$ cat config.mk
export PLATFORM = sky130hd
export DESIGN_NAME = adcif
export DESIGN_NICKNAME = d
export VERILOG_FILES = /design/src/rtl/audio_pkg.sv /design/src/rtl/adcif_sync.sv /design/src/rtl/adcif.sv
export SDC_FILE = /design/constraint.sdc
export NUM_CORES = 1
export LEC_CHECK = 0
export BUFFER_PORTS_ARGS = -buffer_cell sky130_fd_sc_hd__buf_2
export CORE_MARGIN = 3
export CORE_UTILIZATION = 54
export CTS_BUF_LIST = sky130_fd_sc_hd__clkbuf_8
export DETAILED_ROUTE_END_ITERATION = 8
export PLACE_DENSITY = 0.76
export SLEW_MARGIN = 40
export SYNTH_ARGS = -nofsm -noshare
export SYNTH_HDL_FRONTEND = slang
export SYNTH_SLANG_ARGS = --single-unit
$ cat constraint.sdc
create_clock -name clk -period 7.4 [get_ports clk]
set_input_delay 1.48 -clock clk [delete_from_list [all_inputs] [get_ports clk]]
set_output_delay 1.48 -clock clk [all_outputs]
set_load 0.05 [all_outputs]
$ cat src/rtl/audio_pkg.sv
// -----------------------------------------------------------------------------
// audio_pkg
// Shared definitions for the audio subsystem (capture and playback paths).
//   AUDIO_SAMPLE_W  : default sample width of the audio datapath
//   I2S_MAX_BITS    : longest legal I2S word; longer words are framing errors
//   i2s_state_t     : receiver framing state
//   stereo_sample_t : one left/right pair, fields sized for the widest sample
// -----------------------------------------------------------------------------
package audio_pkg;

    localparam int AUDIO_SAMPLE_W = 24;
    localparam int I2S_MAX_BITS   = 32;

    typedef enum logic [1:0] {
        SYNC_WAIT = 2'd0,
        LEFT      = 2'd1,
        RIGHT     = 2'd2
    } i2s_state_t;

    typedef struct packed {
        logic [I2S_MAX_BITS-1:0] left;
        logic [I2S_MAX_BITS-1:0] right;
    } stereo_sample_t;

endpackage

$ cat src/rtl/adcif_sync.sv
// -----------------------------------------------------------------------------
// adcif_sync
// Brings the asynchronous I2S pins into the clk domain. BCK goes through an
// N-stage synchronizer followed by a rise detector; LRCK and DATA go through
// identical stages plus one matching register so that, in the cycle bck_rise
// is high, lrck_s/data_s hold the pin values seen at that BCK rise.
// Ports:
//   clk, rst        : system clock, async active-high reset
//   i2s_bck/lrck/data : raw I2S pins (asynchronous)
//   bck_rise        : one-cycle pulse per BCK rising edge
//   lrck_s, data_s  : synchronized LRCK and DATA, aligned with bck_rise
// -----------------------------------------------------------------------------
module adcif_sync #(
    parameter int SYNC_STAGES = 2
) (
    input  logic clk,
    input  logic rst,
    input  logic i2s_bck,
    input  logic i2s_lrck,
    input  logic i2s_data,
    output logic bck_rise,
    output logic lrck_s,
    output logic data_s
);

    logic [SYNC_STAGES-1:0] bck_sync;
    logic [SYNC_STAGES-1:0] lrck_sync;
    logic [SYNC_STAGES-1:0] data_sync;
    logic                   bck_d;

    // NOTE: sequential state uses non-blocking assignments so every flop
    // samples the pre-edge value of its neighbour; blocking here would
    // collapse the synchronizer chain into a single stage.
    always_ff @(posedge clk or posedge rst) begin
        if (rst) begin
            bck_sync  <= '0;
            lrck_sync <= '0;
            data_sync <= '0;
            bck_d     <= 1'b0;
            bck_rise  <= 1'b0;
            lrck_s    <= 1'b0;
            data_s    <= 1'b0;
        end else begin
            bck_sync  <= {bck_sync[SYNC_STAGES-2:0], i2s_bck};
            lrck_sync <= {lrck_sync[SYNC_STAGES-2:0], i2s_lrck};
            data_sync <= {data_sync[SYNC_STAGES-2:0], i2s_data};
            bck_d     <= bck_sync[SYNC_STAGES-1];
            bck_rise  <= bck_sync[SYNC_STAGES-1] & ~bck_d;
            // Registered once more to stay aligned with the registered rise.
            lrck_s    <= lrck_sync[SYNC_STAGES-1];
            data_s    <= data_sync[SYNC_STAGES-1];
        end
    end

endmodule

$ cat src/rtl/adcif.sv
// -----------------------------------------------------------------------------
// adcif
// I2S slave receiver: deserializes a Philips I2S stereo stream (one-BCK data
// delay, MSB first) into parallel left/right samples, one pair per LRCK frame.
// Configuration macro: ADCIF_FIFO_EN
//   undefined : single output register, sample_valid is a one-cycle pulse,
//               no sample_ready port, overrun tied low
//   defined   : FIFO_DEPTH-entry first-word-fall-through pair FIFO,
//               sample_valid = non-empty, pop on sample_valid && sample_ready
// Ports:
//   clk, rst       : system clock (>= 4x BCK), async active-high reset
//   enable         : receiver enable; low drops back to SYNC_WAIT
//   i2s_bck/lrck/data : I2S pins from the external ADC (asynchronous)
//   left_data, right_data : received pair (two's complement, left-justified)
//   sample_valid   : pair available
//   sample_ready   : pop strobe (FIFO build only)
//   overrun        : one-cycle pulse when a completed pair is dropped
//   frame_err      : one-cycle pulse when a word exceeds I2S_MAX_BITS
// -----------------------------------------------------------------------------
module adcif
    import audio_pkg::*;
#(
    parameter int SAMPLE_W    = AUDIO_SAMPLE_W,
    parameter int SYNC_STAGES = 2
`ifdef ADCIF_FIFO_EN
    ,
    parameter int FIFO_DEPTH  = 4
`endif
) (
    input  logic                clk,
    input  logic                rst,
    input  logic                enable,
    input  logic                i2s_bck,
    input  logic                i2s_lrck,
    input  logic                i2s_data,
    output logic [SAMPLE_W-1:0] left_data,
    output logic [SAMPLE_W-1:0] right_data,
    output logic                sample_valid,
`ifdef ADCIF_FIFO_EN
    input  logic                sample_ready,
`endif
    output logic                overrun,
    output logic                frame_err
);

    localparam logic [5:0] WORD_BITS = 6'(SAMPLE_W);
    localparam logic [5:0] MSB_POS   = 6'(SAMPLE_W - 1);
    localparam logic [5:0] MAX_BITS  = 6'(I2S_MAX_BITS);

    logic                bck_rise;
    logic                lrck_s;
    logic                data_s;

    logic                lrck_prev;
    logic [5:0]          bit_cnt;
    logic [SAMPLE_W-1:0] shift_reg;
    logic [SAMPLE_W-1:0] left_hold;
    i2s_state_t          state;

    logic                boundary;
    logic [SAMPLE_W-1:0] word_next;
    logic [5:0]          cnt_next;
    logic                too_long;
    i2s_state_t          state_next;
    logic                latch_left;
    logic                commit;
    logic                err_next;

    adcif_sync #(
        .SYNC_STAGES (SYNC_STAGES)
    ) u_sync (
        .clk      (clk),
        .rst      (rst),
        .i2s_bck  (i2s_bck),
        .i2s_lrck (i2s_lrck),
        .i2s_data (i2s_data),
        .bck_rise (bck_rise),
        .lrck_s   (lrck_s),
        .data_s   (data_s)
    );

    // The bit sampled at a rise belongs to channel lrck_prev; an LRCK change
    // means this bit is the LSB of the word that is finishing.
    assign boundary = (lrck_s != lrck_prev);
    assign cnt_next = (bit_cnt == 6'd63) ? 6'd63 : bit_cnt + 6'd1;
    assign too_long = (cnt_next > MAX_BITS);

    // Each bit lands directly at its left-justified position, so short words
    // come out with zero LSBs and bits past SAMPLE_W are simply not stored.
    always_comb begin
        word_next = shift_reg;
        if (bit_cnt < WORD_BITS) begin
            word_next = shift_reg |
                        ({{(SAMPLE_W-1){1'b0}}, data_s} << (MSB_POS - bit_cnt));
        end
    end

    // NOTE: every signal written in this block gets a default first, so no
    // path through the case leaves it unassigned and no latch is inferred.
    always_comb begin
        state_next = state;
        latch_left = 1'b0;
        commit     = 1'b0;
        err_next   = 1'b0;
        if (!enable) begin
            state_next = SYNC_WAIT;
        end else if (bck_rise) begin
            case (state)
                SYNC_WAIT: begin
                    // Only a falling LRCK starts a frame; the partial word
                    // that just closed is thrown away.
                    if (boundary && !lrck_s) begin
                        state_next = LEFT;
                    end
                end
                LEFT: begin
                    if (boundary) begin
                        state_next = RIGHT;
                        latch_left = 1'b1;
                    end else if (too_long) begin
                        state_next = SYNC_WAIT;
                        err_next   = 1'b1;
                    end
                end
                RIGHT: begin
                    if (boundary) begin
                        state_next = LEFT;
                        commit     = 1'b1;
                    end else if (too_long) begin
                        state_next = SYNC_WAIT;
                        err_next   = 1'b1;
                    end
                end
                default: state_next = SYNC_WAIT;
            endcase
        end
    end

    // The word datapath keeps tracking LRCK while disabled so that framing
    // resumes cleanly on the first boundary after enable returns.
    always_ff @(posedge clk or posedge rst) begin
        if (rst) begin
            state     <= SYNC_WAIT;
            lrck_prev <= 1'b0;
            bit_cnt   <= '0;
            shift_reg <= '0;
            left_hold <= '0;
            frame_err <= 1'b0;
        end else begin
            state     <= state_next;
            frame_err <= err_next;
            if (bck_rise) begin
                lrck_prev <= lrck_s;
                if (boundary) begin
                    shift_reg <= '0;
                    bit_cnt   <= '0;
                end else begin
                    shift_reg <= word_next;
                    bit_cnt   <= cnt_next;
                end
            end
            if (latch_left) begin
                left_hold <= word_next;
            end
        end
    end

`ifdef ADCIF_FIFO_EN
    localparam int AW = $clog2(FIFO_DEPTH);

    stereo_sample_t fifo_mem [FIFO_DEPTH];
    stereo_sample_t pair_in;
    stereo_sample_t head;
    logic [AW:0]    wr_ptr;
    logic [AW:0]    rd_ptr;
    logic           empty;
    logic           full;
    logic           pop;
    logic           push;

    assign pair_in = {I2S_MAX_BITS'(left_hold), I2S_MAX_BITS'(word_next)};
    assign empty   = (wr_ptr == rd_ptr);
    assign full    = (wr_ptr[AW] != rd_ptr[AW]) &&
                     (wr_ptr[AW-1:0] == rd_ptr[AW-1:0]);
    assign pop     = !empty && sample_ready;
    // A pop in the same cycle frees the slot the push writes into.
    assign push    = commit && (!full || pop);
    assign head    = fifo_mem[rd_ptr[AW-1:0]];

    always_ff @(posedge clk or posedge rst) begin
        if (rst) begin
            wr_ptr  <= '0;
            rd_ptr  <= '0;
            overrun <= 1'b0;
        end else begin
            overrun <= commit && !push;
            if (push) begin
                wr_ptr <= wr_ptr + 1'b1;
            end
            if (pop) begin
                rd_ptr <= rd_ptr + 1'b1;
            end
        end
    end

    // NOTE: the storage array has no reset; the pointers alone define which
    // entries are valid, and leaving the array unreset keeps it a plain RAM.
    always_ff @(posedge clk) begin
        if (push) begin
            fifo_mem[wr_ptr[AW-1:0]] <= pair_in;
        end
    end

    // Gate the head so the outputs read zero while nothing is stored.
    assign sample_valid = !empty;
    assign left_data    = empty ? '0 : SAMPLE_W'(head.left);
    assign right_data   = empty ? '0 : SAMPLE_W'(head.right);
`else
    assign overrun = 1'b0;

    always_ff @(posedge clk or posedge rst) begin
        if (rst) begin
            left_data    <= '0;
            right_data   <= '0;
            sample_valid <= 1'b0;
        end else begin
            sample_valid <= commit;
            if (commit) begin
                left_data  <= left_hold;
                right_data <= word_next;
            end
        end
    end
`endif

endmodule

# After elaboration in Yosys (flattened, before gate mapping)

Cells that the tools add are included.

Register bits: 117
Latch bits: 0
RAM bits: 0
Bits in read-only memories: 0
Input bits: 6
Word-level logic and storage cells: 58
Memories: 0

$add $sub $neg: 2
$mul: 0
Div/mod/pow operators: 0
$lt $le $gt $ge: 2
Equality and inequality tests: 6
Shift-type cells: 1
Mux-type cells: 23
Bitwise operators: 3
Reduce and logical (&&, ||, !) cells: 5

Operators with widths:

| kind                                                                 | number |
|---|---|
| 24-bit 2-to-1 mux                                                    | 2 |
| 24-bit bitwise OR                                                    | 1 |
| 1-bit by 6-bit left shift with 24-bit output                         | 1 |
| 1-bit 2-to-1 mux                                                     | 12 |
| 2-bit 2-to-1 mux                                                     | 6 |
| 6-bit 2-to-1 mux                                                     | 2 |
| 6-bit by 1-bit adder with 6-bit output, second input constant        | 1 |
| 6-bit == test, second input constant                                 | 1 |
| 6-bit greater-than comparator, second input constant                 | 1 |
| 6-bit by 5-bit < comparator with 1-bit output, second input constant | 1 |
| 2-bit case mux with 3 select lines                                   | 1 |
| 5-bit by 6-bit subtractor with 6-bit output, first input constant    | 1 |
| 3-bit != test, second input constant                                 | 1 |
| 2-bit by 1-bit == test with 1-bit output, second input constant      | 1 |
| 2-bit == test, second input constant                                 | 1 |
| 2-bit logical NOT                                                    | 1 |
| 2-bit by 1-bit != test with 1-bit output, second input constant      | 1 |
| 2-bit AND reduction                                                  | 1 |
| 2-bit OR reduction                                                   | 1 |
| 1-bit AND                                                            | 1 |
| 1-bit logical AND                                                    | 1 |
| 1-bit logical NOT                                                    | 1 |
| 1-bit != test                                                        | 1 |
| 1-bit inverter                                                       | 1 |

# Logic depth before layout (Yosys ltp)

Depth in word-level cells: 8
Mapped depth: 8

# By module

A second synthesis with hierarchy kept.

Cells, all modules: 421
Area, all modules: 4669.5 um2

By module, submodules not included:

| module     | times used | cells each | area each (um2) | seq. area each (um2) |
|---|---|---|---|---|
| adcif      | 1          | 409        | 4401.7          | 2677.6 |
| adcif_sync | 1          | 12         | 267.8           | 250.2 |

# Worst setup path after synthesis

Ideal clock, no wire load.

Path kind: input -> register
From: input enable
To: register left_data[10]
Data arrival time: 2.268 ns
Required time: 7.275 ns
Setup slack: 5.007 ns
Stages: 4
Path buffers: 1
Path through: and3b_2 nand2_4 buf_6 mux2_2

Word-level cells in the longest chain between the ends: 1

RTL lines:

| element                | RTL line     | RTL |
|---|---|---|
| start: declaration     | adcif.sv:32  | `input logic enable,` |
| 1-bit 2-to-1 mux       | adcif.sv:105 | `if (!enable) begin` |
| end signal: assignment | adcif.sv:229 | `left_data <= left_hold;` |
| end: declaration       | adcif.sv:36  | `output logic [SAMPLE_W-1:0] left_data,` |

Every way passes these cells.
A chain may end at the register's enable or synchronous reset.

# Worst setup path after layout

From: register left_data[14]
To: output left_data[14]

No word-level cell between the ends.

==> flow_summary.yaml <==
outcome:
  status: "finished, final reports clean"
worst_setup_path:
  arrival_ns: 1.07
  slowest_delay_ns: 0.36
  cp_top_family: "flip-flops"
  startpoint_type: "flip-flop"
  path_cells: "buf_2"
  end_kind: "primary output"
  crit_slowest_cell: "dfrtp_1"
  critPathBufInv: 1
  critPathRequiredTime_ns: 5.92
  crit_fanout: 2
  criticalPathCategory: "reg2out"
sta:
  slew_headroom_pct: 50.99
  tns_ns: 0
  final_max_slew_viol_count: 0
  hold_viol_final: 0
  worst_slew_pin_slew_ns: 0.7351
  rsz0062_at_grt: "false"
  setup_violations: 0
  fin_crit_sh_pct: 34.45
  finClkSkew_ns: 0.01089
  min_period_ns: 2.549
  fin_ws_ns: 4.851
  max_freq_ghz: 0.3923
logic_synthesis:
  synthCells: 426
  yosys-top-cells-area: "dfrtp_1 (62%), nand2_1 (6.3%), mux2_2 (5.9%), o21ai_0 (5.8%), a21oi_1 (5.5%)"
  netlist_area_sq_um: 4745
  synth-seq-cells: 117
  synth_flop_cell: "dfrtp_1"
  yosysTopAreaCell: "dfrtp_1"
  synth-seq-area-share_pct: 61.71
  syn_nets: 440
  yosysTopAreaCellShare_pct: 61.71
  synthDistinctLibCells: 42
  synth_edf_count: 0
  yosysWarnings: 0
  synth_area_per_cell_sq_um: 11.14
  async_flop_share_pct: 100.0
grt:
  antenna_found_initial: 0
  grt_pass1_vias: 3291
  track_usage_pct: 20.60
  grt_first_pass_wirelength_microns: 16150
  grt-ovfl-total: 0
  grt_max_degree: 76
route:
  vias: 3306
  drc: 0
  routedWlPerCell_microns: 15.70
  drtAntennaViolNets: 0
  totalWireLength_microns: 9311
  vias_per_cell: 5.575
  firstDrtPassIters: 6
  drt_iter0_drc: 256
place:
  finalWeightedCongestion: 0.8786
  detailedPlacementHpwl_microns: 6070
  dp_slack_ns: 4.470
  port_buffers: 55
floorplan:
  die_h_microns: 99.74
  fp.dieArea_sq_um: 9947
  start_util_pct: 56.61
  fp-row-count: 33
  io_pins: 57
  core_sq_um: 8382
  die_w_microns: 99.74
cells_and_area:
  layout_common_cells: "dfrtp_1 (117), nand2_1 (79), o21ai_0 (55), buf_2 (55), a21oi_1 (52)"
  final_nets: 489
  regArea_sq_um: 2928
  drive_above_1_share_pct: 25.61
  diodes: 0
  layout_commonest_cell: "dfrtp_1"
  fillers: 654
  syn2layout_area_growth_pct: 14.16
  multi_input_area_sq_um: 1608
clock_network:
  cts-root-buf: "clkbuf_8"
  cts_tree: "built"
  ctsHoldBuffers: 0
  clock_sinks: 117
  clock_latency_ns: 0.44
  cts_setup_buffers: 0
  cts-buffers-inserted: 17
  clk_path_buf_depth: 2
  cts.repair.resized: 0
  cts.clk_slew.worst_paths_ns: 0.07
  htreeDepth: 4
pwr:
  leakage_nw: 2.662
  power_mw: 1.355
  power_density_nw_per_um2: 250.2
  peakVddDrop_mv: 0.1448
job:
  cap_violations: 0
min_path:
  holdCritPathClass: "reg2reg"
[cells in the mapped netlist (2+ instances only)]
cell type and n:
dfrtp_1 117, nand2_1 80, o21ai_0 55, a21oi_1 52
mux2_2 25, clkbuf_1 11, inv_1 9, ha_1 8
buf_4 6, buf_6 6, nor2_1 5, buf_2 4
nor3_1 4, a31oi_1 3, and3_1 3, nand3_1 3
nor2b_1 3, o211ai_1 3, a21o_1 2, a32oi_1 2
a41oi_1 2, nand2b_1 2, nor4_2 2
[metrics by stage]
| step | util (%) | instances | area [sq um] | hold WS (ns) |
|---|---|---|---|---|
| 6_report | 64.62 | 593 | 5416 | 0.3509 |
| 5_1_grt | 64.62 | 593 | 5416 | 0.3568 |
| 4_1_cts | 64.59 | 593 | 5414 | 0.3538 |
| 3_5_place_dp | 59.64 | 561 | 4999 | 0.3379 |
| 3_3_place_gp | 59.59 | 561 | 4995 | 0.3334 |
| 2_1_floorplan | - | 426 | 4745 | 0.3312 |
[cell type report]
cell class | count | share of cell area [%]
Timing Repair Buffer | 57 | 5.429
Multi-Input combinational cell | 272 | 29.68
Clock inverter | 15 | 3.350
Clock buffer | 17 | 4.320
Tap cell | 105 | 2.426
Sequential cell | 117 | 54.05
Inverter | 10 | 0.7392
[per-layer routing]
metal  global-route usage (%)  share of wire, %
met1                    29.18                46
met2                    30.68                47
met3                    5.540               5.0
met4                    7.563               1.7
met5                        0                 0
[final timing paths]
kind,slack (ns),endpoint,cells after the start,from
min in group asynchronous,1.08,right_data[14]$_DFFE_PP0P_,2,rst
worst max-delay path,4.85,left_data[14],1,left_data[14]$_DFFE_PP0P_
worst min-delay path,0.35,u_sync.lrck_s$_DFF_PP0_,0,u_sync.lrck_sync[1]$_DFF_PP0_
worst min register to register,0.35,u_sync.lrck_s$_DFF_PP0_,0,u_sync.lrck_sync[1]$_DFF_PP0_
worst max register to register,5.20,left_data[14]$_DFFE_PP0P_,5,u_sync.lrck_s$_DFF_PP0_
max in group asynchronous,5.28,u_sync.data_sync[1]$_DFF_PP0_,3,rst
[power breakdown]
| group | internal, mW | switching, mW |
|---|---|---|
| Clock | 0.335 | 0.272 |
| Combinational | 0.0217 | 0.0558 |
| Sequential | 0.650 | 0.0206 |
[kinds of logic after synthesis]
family          Yosys count  synth area share (%)
mux                      26                 6.171
other cells               1               0.07904
xor+xnor                  1                0.1846
fa+ha+maj                 8                 2.110
flops                   117                 61.71
simple gates            113                 11.45
compound gates          123                 13.84
buf+inv                  37                 4.456
Note: power is estimated with default switching activity, not from simulation.
